--- src/rtl/data_demux_module_fsm.sv ---
// Splits the time-division-multiplexed word stream back into DS1/DS2/DS3 using the mux framing.
// Optional statistics counters are built only when DEMUX_STATS_EN is defined.
module data_demux_module_fsm #(
  parameter int DATA_W      = 32,
  parameter int MUX_LATENCY = 1
) (
  input  logic              clk,
  input  logic              rst,
  input  logic              symbol_clk,
  input  logic [2:0]        mode,
  input  logic [31:0]       switch_clk_cycles,
  input  logic [DATA_W-1:0] mux_data,
  output logic [DATA_W-1:0] ds1_out,
  output logic [DATA_W-1:0] ds2_out,
  output logic [DATA_W-1:0] ds3_out,
  output logic [2:0]        ds_valid,
  output logic [1:0]        slot_idx,
  output logic              frame_err,
  output logic [15:0]       symbol_count,
  output logic [7:0]        overrun_count
);

  typedef enum logic [1:0] {IDLE, ALIGN, SLOT, HOLD} state_t;

  localparam bit         NO_ALIGN   = (MUX_LATENCY == 0);
  localparam logic [2:0] ALIGN_LAST = (MUX_LATENCY > 0) ? 3'(MUX_LATENCY - 1) : 3'd0;

  state_t      state;
  logic        sym_d;
  logic [2:0]  shadow_mode;
  logic [31:0] shadow_cyc;
  logic [31:0] cyc;
  logic [1:0]  slot;
  logic [2:0]  align_cnt;

  logic sym_rise;
  logic overrun;
  logic mode_ok;
  logic cyc_last;
  logic slot_last;

  assign sym_rise  = symbol_clk & ~sym_d;
  assign overrun   = sym_rise && ((state == ALIGN) || (state == SLOT));
  assign mode_ok   = (mode != 3'd0) && (mode <= 3'd3);
  assign cyc_last  = (cyc == (shadow_cyc - 32'd1));
  assign slot_last = ({1'b0, slot} == (shadow_mode - 3'd1));

  // A new symbol edge always restarts the frame, even over a capture in the same cycle.
  always_ff @(posedge clk) begin
    if (rst) begin
      state       <= IDLE;
      sym_d       <= 1'b0;
      shadow_mode <= 3'd0;
      shadow_cyc  <= 32'd1;
      cyc         <= 32'd0;
      slot        <= 2'd0;
      align_cnt   <= 3'd0;
      ds1_out     <= '0;
      ds2_out     <= '0;
      ds3_out     <= '0;
      ds_valid    <= 3'b000;
      slot_idx    <= 2'd3;
      frame_err   <= 1'b0;
    end else begin
      sym_d    <= symbol_clk;
      ds_valid <= 3'b000;
      if (sym_rise) begin
        shadow_mode <= mode;
        shadow_cyc  <= (switch_clk_cycles == 32'd0) ? 32'd1 : switch_clk_cycles;
        cyc         <= 32'd0;
        slot        <= 2'd0;
        align_cnt   <= 3'd0;
        if (overrun) begin
          frame_err <= 1'b1;
        end
        if (!mode_ok) begin
          frame_err <= 1'b1;
          state     <= HOLD;
          slot_idx  <= 2'd3;
        end else if (NO_ALIGN) begin
          state    <= SLOT;
          slot_idx <= 2'd0;
        end else begin
          state    <= ALIGN;
          slot_idx <= 2'd3;
        end
      end else begin
        case (state)
          ALIGN: begin
            if (align_cnt == ALIGN_LAST) begin
              state    <= SLOT;
              slot     <= 2'd0;
              cyc      <= 32'd0;
              slot_idx <= 2'd0;
            end else begin
              align_cnt <= align_cnt + 3'd1;
            end
          end
          SLOT: begin
            if (cyc_last) begin
              case (slot)
                2'd0: begin
                  ds1_out  <= mux_data;
                  ds_valid <= 3'b001;
                end
                2'd1: begin
                  ds2_out  <= mux_data;
                  ds_valid <= 3'b010;
                end
                2'd2: begin
                  ds3_out  <= mux_data;
                  ds_valid <= 3'b100;
                end
                default: ds_valid <= 3'b000;
              endcase
              cyc <= 32'd0;
              if (slot_last) begin
                state    <= HOLD;
                slot_idx <= 2'd3;
              end else begin
                slot     <= slot + 2'd1;
                slot_idx <= slot + 2'd1;
              end
            end else begin
              cyc <= cyc + 32'd1;
            end
          end
          default: begin
            state <= state;
          end
        endcase
      end
    end
  end

`ifdef DEMUX_STATS_EN
  // Both counters saturate rather than wrap so long runs stay meaningful.
  always_ff @(posedge clk) begin
    if (rst) begin
      symbol_count  <= 16'd0;
      overrun_count <= 8'd0;
    end else begin
      if (sym_rise && (symbol_count != 16'hFFFF)) begin
        symbol_count <= symbol_count + 16'd1;
      end
      if (overrun && (overrun_count != 8'hFF)) begin
        overrun_count <= overrun_count + 8'd1;
      end
    end
  end
`else
  assign symbol_count  = 16'd0;
  assign overrun_count = 8'd0;
`endif

endmodule
--- config.mk ---
export PLATFORM = sky130hd
export DESIGN_NAME = data_demux_module_fsm
export DESIGN_NICKNAME = d
export VERILOG_FILES = /design/src/rtl/data_demux_module_fsm.sv
export SDC_FILE = /design/constraint.sdc
export NUM_CORES = 1
export LEC_CHECK = 0
export BUFFER_PORTS_ARGS = -buffer_cell sky130_fd_sc_hd__buf_2
export CORE_ASPECT_RATIO = 0.5
export CORE_MARGIN = 10
export CORE_UTILIZATION = 49
export DETAILED_ROUTE_END_ITERATION = 6
export PLACE_DENSITY = 0.75
export SYNTH_ARGS = -nofsm -noshare
export SYNTH_HDL_FRONTEND = slang
export SYNTH_SLANG_ARGS = --single-unit
export TNS_END_PERCENT = 50
--- constraint.sdc ---
create_clock -name clk -period 3.3 [get_ports clk]
set_input_delay 0.99 -clock clk [delete_from_list [all_inputs] [get_ports clk]]
set_output_delay 0.99 -clock clk [all_outputs]
set_load 0.05 [all_outputs]
# Word-level counts from Yosys, hierarchy flattened
# Index checks and enable logic that the tools add are counted.
[op_classes] shifts=0 multipliers=0 reduce_logical=20 magnitude_cmp=1 div_mod_pow=0 addsub=5 bitwise_logic=6 n_mux=20 eq_ne=13
[op_table] cell="$mux W32" count=3
[op_table] cell="$pmux W32 S2" count=1
[op_table] cell="$add A32 B1 Y32 const B" count=1
[op_table] cell="$eq A32 B32 Y1" count=1
[op_table] cell="$logic_not A32 Y1" count=1
[op_table] cell="$sub A32 B1 Y32 const B" count=1
[op_table] cell="$mux W2" count=10
[op_table] cell="$reduce_and A4 Y1" count=5
[op_table] cell="$pmux W2 S2" count=3
[op_table] cell="$pmux W3 S3" count=1
[op_table] cell="$ne A2 B2 Y1 const B" count=3
[op_table] cell="$ne A3 B3 Y1 const B" count=2
[op_table] cell="$reduce_and A2 Y1" count=3
[op_table] cell="$reduce_bool A3 Y1" count=2
[op_table] cell="$not A1 Y1" count=5
[op_table] cell="$eq A2 B1 Y1 const B" count=2
[op_table] cell="$eq A2 B2 Y1 const B" count=2
[op_table] cell="$reduce_or A4 Y1" count=1
[op_table] cell="$add A3 B1 Y3 const B" count=1
[op_table] cell="$eq A2 B3 Y1" count=1
[op_table] cell="$le A3 B2 Y1 const B" count=1
[op_table] cell="$logic_not A3 Y1" count=1
[op_table] cell="$ne A3 B2 Y1 const B" count=1
[op_table] cell="$reduce_and A3 Y1" count=1
[op_table] cell="other kinds (10)" count=12
[word_totals] input_bits=70 output_inout_bits=126 latchBits=0 romBits=0 reg_bits=177 memories=0 ramBits=0

# Depth between registers and ports, before layout
[depth] depth_word=6 ltp_mapped=12 mapped_depth_nobuf=11

# Least setup slack after synthesis
# OpenSTA, ideal clock, no wires.
[synth_path] kind="reg-to-reg" from="reg shadow_cyc[16]" to="reg slot_idx[0]" n_path_buf=1 path_slack_ns=0.079 stages_incl_launch_ff=11 required_time_ns=3.178 arrival_time_ns=3.099 cell_sequence="dfxtp_1 > buf_2 > or4_4 > or4_1 > xor2_1 > nor4_2 > o22ai_1 > a2111oi_4 > a21boi_2 > or2_0 > a221o_1"
[synth_between] elab_chain_cells=4
[synth_lines] element="from (decl)" line_no="31" text="logic [31:0] shadow_cyc;"
[synth_lines] element="from (signal assigned)" line_no="69" text="shadow_cyc <= (switch_clk_cycles == 32'd0) ? 32'd1 : switch_clk_cycles;"
[synth_lines] element="$sub A32 B1 Y32" line_no="45" text="assign cyc_last = (cyc == (shadow_cyc - 32'd1));"
[synth_lines] element="$eq A32 B32 Y1" line_no="45"
[synth_lines] element="$ne A2 B2 Y1 (no source line)"
[synth_lines] element="$reduce_and A3 Y1 (no source line)"
[synth_lines] element="to (signal assigned)" line_no="122" text="slot_idx <= slot + 2'd1;"
[synth_lines] element="to (decl)" line_no="17" text="output logic [1:0] slot_idx,"
# No other way between the ends.
# A chain may end at the register's enable or synchronous reset.

# Final worst setup path
# Same ends and word-level chain as after synthesis.

==> run summary <==
DRC viols: 0
Sequential share of the synthesized area: 0.434
Top-area cell type share of the netlist area: 0.434
Total CTS buffers: 17
Layout Skew: 16.9 ps
Multi-input logic area: 4380 µm²
Ys flop type: dfxtp_1
Critical path's top delay family: simple AND/OR/NAND/NOR gates
# setup viols final: 0
Max_cap viols: 0
Critical path buffer and inverter count: 4
Final slew viol count: 0
Worst setup EP type: register
Share of cells above drive strength 1: 0.243
Initial antenna violation count: 1
GRT Total Usage: 0.190
Most common cell on crit path: buf_4
Final period util: 0.975
First-pass GRT wire length: 36100 µm
Synth area leaders: dfxtp_1, mux2i_1, nor2_1, nand2_1, xor2_1
#FFs+latches synth: 177
Clock root cell: clkbuf_16
Largest buffer count on any clock path: 2
Fillers: 1403
Met1 Use GR: 0.215
Crit path required time: 3610 ps
Synth async-reset ratio: 0
Register-to-register setup slack: 80 ps
Crit start category: register
Remaining Overflow, GRT: 0
Die area: 22500 µm²
Post-Syn Area: 8160 µm²
Slew margin rel.: 0.573
HP Class: register to register
Crit Reg-Reg Endpoint: slot_idx[0]
Critical path, cell by cell: buf_4, nor4_1, buf_4, nand4_1, buf_4, nor2_1, and4_1, o2bb2ai_1, nor4_4, buf_4, a21boi_4, or2_1, a221o_1
Vias in the first global route: 7157
DRT iter0 DRCs: 352
Post-synth EDFFs: 0
Initial Util: 0.499
Syn Inst Count: 922
Core area: 16400 µm²
VDD IR max: 364 µV
Largest net degree at the start of global routing: 64
Cell row count: 33
GRT met3 Usage: 0.0726
Final ANT Viol Nets: 0
Dpl hpwl: 16200 µm
Clock sinks: 177
Final instance area: 10100 µm²
Pwr/cell area: 481 nW/µm²
CTS tree: built
Yosys cell types: 62
Worst path max stage delay: 350 ps
Clock Latency Late Sink: 430 ps
Hold_ws: 456 ps
Antenna cells: 0
DR vias: 7059
Fin crit period: 3220 ps
WL/cell: 16.5 µm
Reg2reg path depth: 13
Ports: 196
Slowest-stage cell, CP: nor4_4
Worst reg2reg path startpoint: shadow_cyc[16]
CP startpoint: shadow_cyc[16]
Area delta synth->final: 23.3%
CP endpoint: slot_idx[0]
Fin cells: 1337
Critical path fanouts, max: 8
Setup CP Type: register to register
Cell taking the most area after synthesis: dfxtp_1
Yosys warns: 0
Die height: 111 µm
H-tree depth: 4
Port Buffers: 171
Most Crowded Layer GR: met2
Met2 global-route usage: 0.323
Hold buffers post-CTS: 0
Critical Path Stages: 13
FF+latch area: 3550 µm²
Outcome: finished, final reports clean
Data arrival, critical path: 3530 ps
Avg Vias per Cell: 5.28
Routed WL: 22100 µm
Slew @ Worst Pin: 640 ps
CTS clk-pin slew, worst paths: 70 ps
Fin nets: 1179
Dpl ws: -4.96 ps
Placed cell count: 1302
Routability cong.: 0.919
Cell Area, Placed: 9290 µm²
Final hold violations: 0
Final WS setup: 82.7 ps
LEAKAGE: 4.99 nW
Avg Inst Size Synth: 8.85 µm²
PnR Total Power: 4.84 mW
F_max: 311 MHz
Die X: 203 µm
Drt pass-1 iters: 5
[sequential cells by signal, summed over array words and instances, names as in the netlist]
| name | cells |
|---|---|
| shadow_cyc | 32 |
| shadow_mode | 3 |
| ds3_out | 32 |
| slot_idx | 2 |
| sym_d | 1 |
| align_cnt | 3 |
| ds2_out | 32 |
| state | 2 |
| slot | 2 |
| cyc | 32 |
| frame_err | 1 |
| ds1_out | 32 |
| ds_valid | 3 |
[layout by cell type, fill, tap and decap left out, drive strengths merged, types with 4 or more instances in the layout]
cell / n
xnor2: 28
conb: 24
or3: 4
ha: 12
nand2b: 7
inv: 23
xor2: 42
or4: 7
nand3: 13
nand2: 99
dfxtp: 177
nor2: 161
buf: 203
o21ai: 12
nand4: 12
a21oi: 44
clkinv: 8
and4: 5
nor4: 19
nor3: 21
clkbuf: 17
and3: 13
mux2i: 103
nor2b: 9
[power breakdown]
part	total, mW	switching, mW	internal (mW)	leakage, nW
clock network	2.09	0.987	1.11	0.305
logic	0.542	0.343	0.199	3.25
registers	2.21	0.0405	2.17	1.43
[metal layers]
layer | vias up | part of all wire
met3 | 50 | 0.081
met5 | - | 0.00032
met4 | 2 | 0.019
li1 | 3427 | -
met1 | 3366 | 0.41
met2 | 214 | 0.48
[synth_stat cells (12+ instances only)]
| cell | count |
|---|---|
| dfxtp_1 | 177 |
| nor2_1 | 161 |
| mux2i_1 | 103 |
| nand2_1 | 99 |
| a21oi_1 | 44 |
| xor2_1 | 42 |
| xnor2_1 | 28 |
| clkbuf_1 | 27 |
| buf_4 | 24 |
| nor3_1 | 21 |
| inv_1 | 17 |
| buf_2 | 16 |
| nor4_1 | 16 |
| and3_1 | 13 |
| ha_1 | 12 |
| nand4_1 | 12 |
[kinds of logic after synthesis]
family / count (synthesis) / share of synthesized area
buffers and inverters: 87 / 0.0535
adder cells (fa/ha/maj): 12 / 0.0184
multiplexers: 105 / 0.129
flip-flops: 177 / 0.434
AO/OA/AOI/OAI: 84 / 0.0642
AND/OR/NAND/NOR: 386 / 0.225
XOR/XNOR: 70 / 0.0751
other: 1 / 0.000460
[how the worst min path moves through the flow]
stage | startpoint | to | slack, ps | cells past startpoint
4_1_cts | shadow_mode[1] | shadow_mode[1] | 460 | 2
3_5_place_dp | shadow_mode[1] | shadow_mode[1] | 450 | 2
2_1_floorplan | shadow_mode[1] | shadow_mode[1] | 440 | 2
3_3_place_gp | shadow_mode[1] | shadow_mode[1] | 450 | 2
5_1_grt | shadow_mode[1] | shadow_mode[1] | 490 | 2
6_report | shadow_mode[1] | shadow_mode[1] | 460 | 2
[worst min-delay path: cells and delay by family, from the launching register on]
family | cells | cell delay, ps
flip-flops | 1 | 310
AO/OA/AOI/OAI | 1 | 50
AND/OR/NAND/NOR | 1 | 50
[stage by stage]
step	util	setup TNS, ps
after global routing	0.615	-66.6
after detailed placement	0.568	-9.09
after CTS	0.607	0
after global placement	0.568	0
final	0.615	0
after floorplan	-	0
[final cells by class]
cell class | count | area share
sequential | 177 | 0.353
tap | 227 | 0.0282
timing repair buffer | 203 | 0.115
multi-input combinational | 681 | 0.435
clock buffer | 17 | 0.0423
clock inverter | 15 | 0.0206
inverter | 17 | 0.00634
[what timing repair did]
item	in CTS	in global routing
pin swaps	0	9
setup buffers	0	3
endpoints found under the setup margin	3	130
gates resized for setup	1	23
cloned	0	0
No activity file was read; power rests on OpenSTA's default activity.
